### src/rtl/nabp_sinogram_arbiter_pkg.sv
`default_nettype none
// ============================================================================
// Module      : nabp_sinogram_arbiter_pkg
// Description : Shared widths for the sinogram read path and a small
//               modulo-N helper used by the round-robin search.
//               kDataLength            sinogram value width
//               kSinogramAddressLength sinogram RAM/LUT address width
// Revision    : 1.0  initial release
// ============================================================================
package nabp_sinogram_arbiter_pkg;

  localparam int kDataLength            = 16;
  localparam int kSinogramAddressLength = 12;

  // (a + b) mod n for 0 <= a, b < n; avoids a real divider when n is not a
  // power of two.
  function automatic int rr_add_wrap(input int a, input int b, input int n);
    int sum;
    sum = a + b;
    return (sum >= n) ? (sum - n) : sum;
  endfunction

endpackage : nabp_sinogram_arbiter_pkg
`default_nettype wire

### src/rtl/nabp_rr_arbiter.sv
`default_nettype none
// ============================================================================
// Module      : nabp_rr_arbiter
// Description : Round-robin arbiter. Searches req upward from the pointer,
//               wrapping N-1 -> 0; the first set bit wins. The pointer moves
//               to one past the winner, or holds when nothing is granted.
// Ports       : clk      clock, rising edge
//               reset_n  asynchronous active-low reset
//               req      request vector
//               gnt      one-hot grant (combinational, zero when req == 0)
//               gnt_idx  binary index of the granted requester
// Revision    : 1.0  initial release
// ============================================================================
module nabp_rr_arbiter
  import nabp_sinogram_arbiter_pkg::*;
#(
  parameter int kNumReq = 4
) (
  input  logic                       clk,
  input  logic                       reset_n,
  input  logic [kNumReq-1:0]         req,
  output logic [kNumReq-1:0]         gnt,
  output logic [$clog2(kNumReq)-1:0] gnt_idx
);

  localparam int                   kPtrWidth = $clog2(kNumReq);
  localparam logic [kPtrWidth-1:0] kLastIdx  = kPtrWidth'(kNumReq - 1);

  logic [kPtrWidth-1:0] ptr_d, ptr_q;
  logic                 gnt_found;

  always_comb begin
    logic [kPtrWidth-1:0] cand;
    cand      = '0;
    gnt       = '0;
    gnt_idx   = '0;
    gnt_found = 1'b0;
    for (int k = 0; k < kNumReq; k++) begin
      cand = kPtrWidth'(rr_add_wrap(int'(ptr_q), k, kNumReq));
      if (!gnt_found && req[cand]) begin
        gnt_found = 1'b1;
        gnt[cand] = 1'b1;
        gnt_idx   = cand;
      end
    end

    // Wrap by compare so a non-power-of-two N never reaches an unused index.
    ptr_d = ptr_q;
    if (gnt_found) begin
      ptr_d = (gnt_idx == kLastIdx) ? '0 : gnt_idx + 1'b1;
    end
  end

  always_ff @(posedge clk or negedge reset_n) begin
    if (!reset_n) begin
      ptr_q <= '0;
    end else begin
      ptr_q <= ptr_d;
    end
  end

endmodule : nabp_rr_arbiter
`default_nettype wire

### src/rtl/nabp_sinogram_arbiter.sv
`default_nettype none
// ============================================================================
// Module      : nabp_sinogram_arbiter
// Description : Shares the single read port of the sinogram RAM/LUT among
//               kNumReq back-projection lanes. One read is granted per cycle
//               (round robin), its address is registered onto sg_addr, and
//               the returning value is handed back to the issuing lane with
//               a one-hot rsp_valid after a fixed kReadLatency+1 edges.
// Ports       : clk        clock, rising edge
//               reset_n    asynchronous active-low reset
//               req_valid  per-lane read pending
//               req_addr   per-lane address, lane i at [i*A +: A]
//               req_ready  one-hot grant, combinational
//               sg_addr    registered address to the sinogram RAM
//               sg_val     RAM read data
//               rsp_valid  one-hot owner of rsp_val
//               rsp_val    returned sinogram value
//               busy       a read is pending or in flight
// Revision    : 1.0  initial release
// ============================================================================
module nabp_sinogram_arbiter
  import nabp_sinogram_arbiter_pkg::*;
#(
  parameter int kNumReq      = 4,
  parameter int kAddrWidth   = kSinogramAddressLength,
  parameter int kDataWidth   = kDataLength,
  parameter int kReadLatency = 1
) (
  input  logic                          clk,
  input  logic                          reset_n,
  input  logic [kNumReq-1:0]            req_valid,
  input  logic [kNumReq*kAddrWidth-1:0] req_addr,
  output logic [kNumReq-1:0]            req_ready,
  output logic [kAddrWidth-1:0]         sg_addr,
  input  logic [kDataWidth-1:0]         sg_val,
  output logic [kNumReq-1:0]            rsp_valid,
  output logic [kDataWidth-1:0]         rsp_val,
  output logic                          busy
);

  localparam int kPtrWidth  = $clog2(kNumReq);
  // Stage 0 is loaded on the grant edge (same edge as sg_addr); the last
  // stage lines up with sg_val becoming valid, so rsp_valid and rsp_val are
  // captured together on the following edge.
  localparam int kTagStages = kReadLatency + 1;

  logic [kNumReq-1:0]    gnt;
  logic [kPtrWidth-1:0]  gnt_idx;
  logic [kAddrWidth-1:0] addr_lane [kNumReq];

  logic [kAddrWidth-1:0]                 sg_addr_d, sg_addr_q;
  logic [kTagStages-1:0][kNumReq-1:0]    tag_d, tag_q;
  logic [kNumReq-1:0]                    rsp_valid_d, rsp_valid_q;
  logic [kDataWidth-1:0]                 rsp_val_d, rsp_val_q;

  nabp_rr_arbiter #(
    .kNumReq (kNumReq)
  ) u_rr_arbiter (
    .clk     (clk),
    .reset_n (reset_n),
    .req     (req_valid),
    .gnt     (gnt),
    .gnt_idx (gnt_idx)
  );

  assign req_ready = gnt;

  always_comb begin
    for (int i = 0; i < kNumReq; i++) begin
      addr_lane[i] = req_addr[i*kAddrWidth +: kAddrWidth];
    end

    sg_addr_d = sg_addr_q;
    if (|gnt) begin
      sg_addr_d = addr_lane[gnt_idx];
    end

    // The one-hot grant doubles as the tag: non-zero means a valid read.
    tag_d       = {tag_q[kTagStages-2:0], gnt};
    rsp_valid_d = tag_q[kTagStages-1];
    rsp_val_d   = sg_val;
  end

  always_ff @(posedge clk or negedge reset_n) begin
    if (!reset_n) begin
      sg_addr_q   <= '0;
      tag_q       <= '0;
      rsp_valid_q <= '0;
      rsp_val_q   <= '0;
    end else begin
      sg_addr_q   <= sg_addr_d;
      tag_q       <= tag_d;
      rsp_valid_q <= rsp_valid_d;
      rsp_val_q   <= rsp_val_d;
    end
  end

  assign sg_addr   = sg_addr_q;
  assign rsp_valid = rsp_valid_q;
  assign rsp_val   = rsp_val_q;
  assign busy      = (|req_valid) | (|tag_q);

endmodule : nabp_sinogram_arbiter
`default_nettype wire

### config.mk
export PLATFORM = sky130hd
export DESIGN_NAME = nabp_sinogram_arbiter
export DESIGN_NICKNAME = d
export VERILOG_FILES = /design/src/rtl/nabp_sinogram_arbiter_pkg.sv /design/src/rtl/nabp_rr_arbiter.sv /design/src/rtl/nabp_sinogram_arbiter.sv
export SDC_FILE = /design/constraint.sdc
export NUM_CORES = 1
export LEC_CHECK = 0
export CAP_MARGIN = 0
export CORE_ASPECT_RATIO = 0.7
export CORE_MARGIN = 8
export CORE_UTILIZATION = 42
export CTS_CLUSTER_DIAMETER = 40
export DETAILED_ROUTE_END_ITERATION = 12
export PLACE_DENSITY_LB_ADDON = 0.12
export SLEW_MARGIN = 15
export SYNTH_ARGS = -nofsm -noshare
export SYNTH_HDL_FRONTEND = slang
export SYNTH_HIERARCHICAL = 1
export SYNTH_SLANG_ARGS = --single-unit
### constraint.sdc
create_clock -name clk -period 5.4 [get_ports clk]
set_input_delay 1.08 -clock clk [delete_from_list [all_inputs] [get_ports clk]]
set_output_delay 1.08 -clock clk [all_outputs]
set_load 0.05 [all_outputs]
==> impl_metrics.tcl, run 1 <==
set metrics [dict create \
    drv_slew 0 \
    dp_cells 285 \
    grt_max_degree 43 \
    period_share_pct 96.5 \
    avgRoutedWirePerCell_um 19.3 \
    route.detailed.drc 0 \
    grt_use_total_pct 15.7 \
    synth_top_family_by_area "multiplexers" \
    reg2regPathDepth 10 \
    finalPower_mw 2.16 \
    clock.fmax_ghz 0.192 \
    crit_path_end_kind "output port" \
    cts_tree "done" \
    initial_utilization_pct 42.7 \
    avgSynthCellArea_um2 15.9 \
    cp.arrival_ns 4.13 \
    nNetsFinal 310 \
    drive_gt1_share_pct 19.9 \
    core-area_mm2 0.00470 \
    path_buf_inv 2 \
    fin_cells 293 \
    status "finished clean" \
    place_area_mm2 0.00310 \
    final_util_pct 67.9 \
    io_buffer_count 106 \
    detailroute.via_count 1580 \
    cts_setup_buffers 0 \
    slowest_stage "clkdlybuf4s50_1" \
    worst_slew_pin_slew_ns 0.916 \
    skew_ns 0.00588 \
    drt_iter0_drc 53 \
    setup_violations 0 \
    ys_seq_area_share_pct 52.3 \
    synth_cell_types 33 \
    required_ns 4.32 \
    grt_pass1_wl_um 8740 \
    cp_top_family "buffers and inverters" \
    final_area_mm2 0.00320 \
    grt_use_met2_pct 28.5 \
    use_met1_pct 17.4 \
    final.setup.tns_ns 0 \
    synth_compound_area_share_pct 6.60 \
    area_growth_syn_to_layout_pct 59.0 \
    rows 21 \
    clock_sinks 42 \
    die_area_mm2 0.00729 \
    rsz0062_at_grt "false" \
    die_w_um 98.7 \
    synth_warnings 6 \
    hp-start "rsp_valid_d[0]" \
    diodes 0 \
    p_per_area_mw_per_mm2 675 \
    hold_path_end "rsp_valid[0]" \
    die_h_um 73.9 \
    finalWirelength_um 5670 \
    drv_cap 0 \
    crit_chain "inv_1 > ha_1 > mux4_2 > nor3_2 > and2_2 > a221o_1 > clkdlybuf4s50_1" \
    met3_usage_pct 4.54 \
    grt-busiest-layer "met2" \
    ctsResizeCount 0 \
    hold_viol 0 \
    cts_made_buffers 5 \
    synth_xor_area_share_pct 0.872 \
    timing.rr.end "sg_addr[5]" \
    cts-hold-fix-buffers 0 \
    cp_slowest_stage_delay_ns 0.86 \
    antenna_found_initial 0 \
    crit_path_max_fanout 13 \
    clk-insertion-delay-late_ns 0.29 \
    syn_area_mm2 0.00201 \
    cts_max_path_buffers 2 \
    cts-root-buf "clkbuf_8" \
    r2r_slack_ns 1.46 \
    io_pins 107 \
    syn_nets 201 \
    dr.pass1.iters 4 \
    dp_slack_ns 0.332 \
    mostFrequentLayoutCell "clkdlybuf4s50_1" \
    h-tree-depth 2 \
    gp_congestion 0.794 \
    grt-ovfl-total 0 \
    vias_per_cell 5.39 \
    synthMuxAreaShare_pct 27.6 \
    mostFrequentLayoutCells "105 x clkdlybuf4s50_1, 42 x dfrtp_1, 14 x mux2_2, 13 x mux4_2, 8 x nor2_1" \
    grt_pass1_vias 1703 \
    synth_seq_cells 42 \
    ir_worst_vdd_uv 340 \
    relSlewSlack_pct 38.9 \
    setup_ws_ns 0.191 \
    whs_ns 0.387 \
    critPathLaunchType "register" \
    synth_adder_area_share_pct 3.11 \
    dp.final_hpwl_um 4580 \
    hold_class "register to register" \
    yosys.area_share.simple_pct 6.60 \
    netlist_instances 126 \
    postRouteAntennaNets 0 \
    clkTransAtPathRegs_ns 0.08 \
    crit_type "register to output port" \
    leakagePower_nw 1.29 \
    finalCriticalPeriod_ns 5.21 \
    whs_path_depth 0 \
]
## cell usage after synthesis
library cell | count | share of area (%)
nor2_1 | 8 | 1.5
nand2_1 | 1 | 0.19
mux2i_4 | 1 | 1.1
mux4_2 | 13 | 15
a21oi_1 | 1 | 0.25
nor3_1 | 2 | 0.50
mux2i_1 | 3 | 1.5
mux4_1 | 2 | 2.6
mux2_2 | 14 | 7.8
xnor2_1 | 2 | 0.87
a221oi_2 | 1 | 0.75
buf_6 | 3 | 1.7
a221o_1 | 4 | 2.0
a31oi_1 | 1 | 0.31
or2b_1 | 1 | 0.37
nor3_2 | 1 | 0.50
nor4_1 | 3 | 0.93
o211ai_2 | 1 | 0.62
and2b_1 | 1 | 0.37
inv_1 | 2 | 0.37
a211oi_1 | 1 | 0.37
a22oi_1 | 4 | 1.5
nor2b_4 | 1 | 0.68
dfrtp_1 | 42 | 52
ha_1 | 5 | 3.1
buf_2 | 1 | 0.25
nand3_1 | 1 | 0.25
nor4_2 | 1 | 0.62
clkbuf_1 | 1 | 0.19
and2_2 | 1 | 0.37
buf_4 | 1 | 0.37
nor2_2 | 1 | 0.31
o21ai_4 | 1 | 0.81
## final cells by class
class	count	area, um^2
fillers	327	1510
repair buffers	108	1070
inverters	2	7.51
multi-input cells	76	901
well taps	57	71.3
clock buffers	5	68.8
flip-flops and latches	42	1050
clock inverters	3	25.0
## cell families (layout without fill, tap and decap cells)
logic type                 after synthesis  in the layout
AOI/OAI and AO/OA                       14             14
xor gates and xnor gates                 2              2
adders and majority gates                5              5
buffers and inverters                    8            118
DFF                                     42             42
muxes                                   33             33
and+or+nand+nor                         22             22
## metal layers
| metal | up-vias | part of all wire, % |
|---|---|---|
| li1 | 702 | - |
| met2 | 88 | 52 |
| met1 | 782 | 39 |
| met5 | - | 0 |
| met4 | 0 | 1.2 |
| met3 | 8 | 7.5 |
## state kept, by name, indices dropped and copies added, names as in the netlist, named ones only
signal	count
rsp_valid_d	4
sg_addr	12
rsp_val	16
tag_d	4
rsp_valid	4
u_rr_arbiter/ptr_q	1
## worst reg2reg max path: cells and delay by family, from the launching register on
| kind | cells | cell delay, ns |
|---|---|---|
| buffers and inverters | 2 | 0.54 |
| adders and majority gates | 1 | 0.54 |
| and+or+nand+nor | 3 | 0.73 |
| DFF | 1 | 0.76 |
| muxes | 3 | 1.10 |
| AOI/OAI and AO/OA | 1 | 0.17 |
## worst max-delay path by stage
stage            startpoint      endpoint  slack (ns)  depth (start not counted)
3_5_place_dp   req_valid[2]  req_ready[1]        0.33                          6
3_3_place_gp   req_valid[2]  req_ready[1]        0.55                          6
2_1_floorplan  req_valid[2]  req_ready[2]        1.64                          5
5_1_grt            register  req_ready[1]        0.06                          7
6_report           register  req_ready[1]        0.19                          7
4_1_cts            register  req_ready[1]        0.21                          7
## power breakdown
part | leakage, nW | internal (mW) | switching (mW)
sequential | 0.506 | 0.419 | 0.0755
combinational | 0.740 | 0.670 | 0.785
clock | 0.0447 | 0.0932 | 0.113
No activity file was read; power rests on OpenSTA's default activity.
==> run 2, diff against run 1 <==
--- a/config.mk
+++ b/config.mk
@@ -7,10 +7,11 @@
 export LEC_CHECK = 0
 export CAP_MARGIN = 0
 export CORE_ASPECT_RATIO = 0.7
-export CORE_MARGIN = 8
+export CORE_MARGIN = 1
 export CORE_UTILIZATION = 42
 export CTS_CLUSTER_DIAMETER = 40
 export DETAILED_ROUTE_END_ITERATION = 12
+export GPL_ROUTABILITY_DRIVEN = 0
 export PLACE_DENSITY_LB_ADDON = 0.12
 export SLEW_MARGIN = 15
 export SYNTH_ARGS = -nofsm -noshare
==> run 2 against run 1 <==
The flow now finishes with violations (design-rule violations). Sequential share of layout area down 0.14 points. Global-route usage up 4.3 points. Sequential power about the same. Combinational power about the same. Count of clock-buffer cells in the layout up 1. Power up 1.7%. Utilization up 4.1 points. Cell area up 0.43%. Cell count down 0.68%. Worst hold slack worse by 0.0062 ns.
==> impl_metrics.tcl, run 2 (synthesized netlist as in run 1, its figures left out) <==
set metrics [dict create \
    status "finished with violations" \
    violations "design-rule violations" \
    cts_setup_buffers 0 \
    rsz0062_at_grt "false" \
    core-area_mm2 0.00445 \
    cts-root-buf "clkbuf_8" \
    die_w_um 84.7 \
    largest_reg_flops 16 \
    required_ns 4.32 \
    drv_slew 0 \
    diodes 0 \
    detailroute.via_count 1572 \
    grt_pass1_wl_um 7470 \
    route.detailed.drc 5 \
    grt-ovfl-total 0 \
    nNetsFinal 310 \
    clock_sinks 42 \
    io_pins 107 \
    antenna_found_initial 0 \
    drv_cap 0 \
    drive_gt1_share_pct 19.5 \
    worst_slew_pin_slew_ns 0.890 \
    postRouteAntennaNets 0 \
    mostFrequentLayoutCells "105 x clkdlybuf4s50_1, 42 x dfrtp_1, 14 x mux2_2, 13 x mux4_2, 8 x nor2_1" \
    clk-insertion-delay-late_ns 0.29 \
    leakagePower_nw 1.30 \
    grt_pass1_vias 1581 \
    vias_per_cell 5.40 \
    period_share_pct 95.1 \
    p_per_area_mw_per_mm2 683 \
    finalPower_mw 2.19 \
    cts_made_buffers 5 \
    critPathLaunchType "register" \
    final_util_pct 72.1 \
    dr.pass1.iters 11 \
    hold_class "register to register" \
    cp.arrival_ns 4.06 \
    ctsResizeCount 0 \
    cts_tree "done" \
    finalWirelength_um 4950 \
    clock.fmax_ghz 0.195 \
    crit_path_max_fanout 13 \
    area_growth_syn_to_layout_pct 59.7 \
    grt_use_total_pct 20.0 \
    cts_max_path_buffers 2 \
    avgRoutedWirePerCell_um 17.0 \
    die_area_mm2 0.00507 \
    h-tree-depth 2 \
    crit_type "register to output port" \
    ir_worst_vdd_uv 415 \
    cts-hold-fix-buffers 0 \
    relSlewSlack_pct 40.7 \
    mostFrequentLayoutCell "clkdlybuf4s50_1" \
    crit_path_end_kind "output port" \
    io_buffer_count 106 \
    clkTransAtPathRegs_ns 0.07 \
    final.setup.tns_ns 0 \
    die_h_um 59.9 \
    setup_violations 0 \
    grt_max_degree 43 \
    initial_utilization_pct 45.1 \
    skew_ns 0.00593 \
    drt_iter0_drc 95 \
    rows 20 \
    hold_viol 0 \
    finalCriticalPeriod_ns 5.14 \
    dp.final_hpwl_um 3840 \
]
## run 2: worst paths after layout
kind,from,to,cells past startpoint,slack (ns)
worst max register to register,register,sg_addr[9],10,1.51
worst min register to register,rsp_valid_d[1],rsp_valid[1],0,0.38
worst min-delay path,rsp_valid_d[1],rsp_valid[1],0,0.38
min in group asynchronous,reset_n,sg_addr[10],1,0.91
worst max-delay path,register,req_ready[3],7,0.26
max in group asynchronous,reset_n,sg_addr[7],1,3.94
## run 2: through the flow
step           instances  hold WS, ns  setup WS, ns  area, um^2
6_report             291        0.381         0.263        3210
5_1_grt              291        0.401        0.0668        3210
4_1_cts              291        0.388         0.316        3210
3_5_place_dp         283        0.371         0.402        3100
3_3_place_gp         283        0.364         0.564        3100
2_1_floorplan        126        0.354          1.64        2010
## run 2: critical path, stage by stage (launching register included)
cell and delay [ns]:
dfrtp_1 0.73, inv_1 0.28, ha_1 0.51, mux4_2 0.47, nor3_2 0.38, and2_2 0.29, a221o_1 0.25, clkdlybuf4s50_1 0.83
## run 2: area by class of cell
type	instances	area [um^2]
Clock buffer	6	72.6
Clock inverter	2	37.5
Fill cell	306	1240
Inverter	2	7.51
Multi-Input combinational cell	76	901
Sequential cell	42	1050
Tap cell	55	68.8
Timing Repair Buffer	108	1070
## run 2: report_power, final
part           total (mW)  internal, mW  switching [mW]  leakage (nW)
Sequential          0.495         0.419          0.0757         0.506
Clock               0.243         0.138           0.105        0.0514
Combinational        1.45         0.671           0.784         0.740
## run 2: routing by layer
metal	vias up	global-route usage [%]	part of all wire [%]
li1	702	-	-
met1	778	23.0	37
met2	82	36.8	54
met3	10	5.94	8.3
met4	0	6.54	0.97
met5	-	0	0
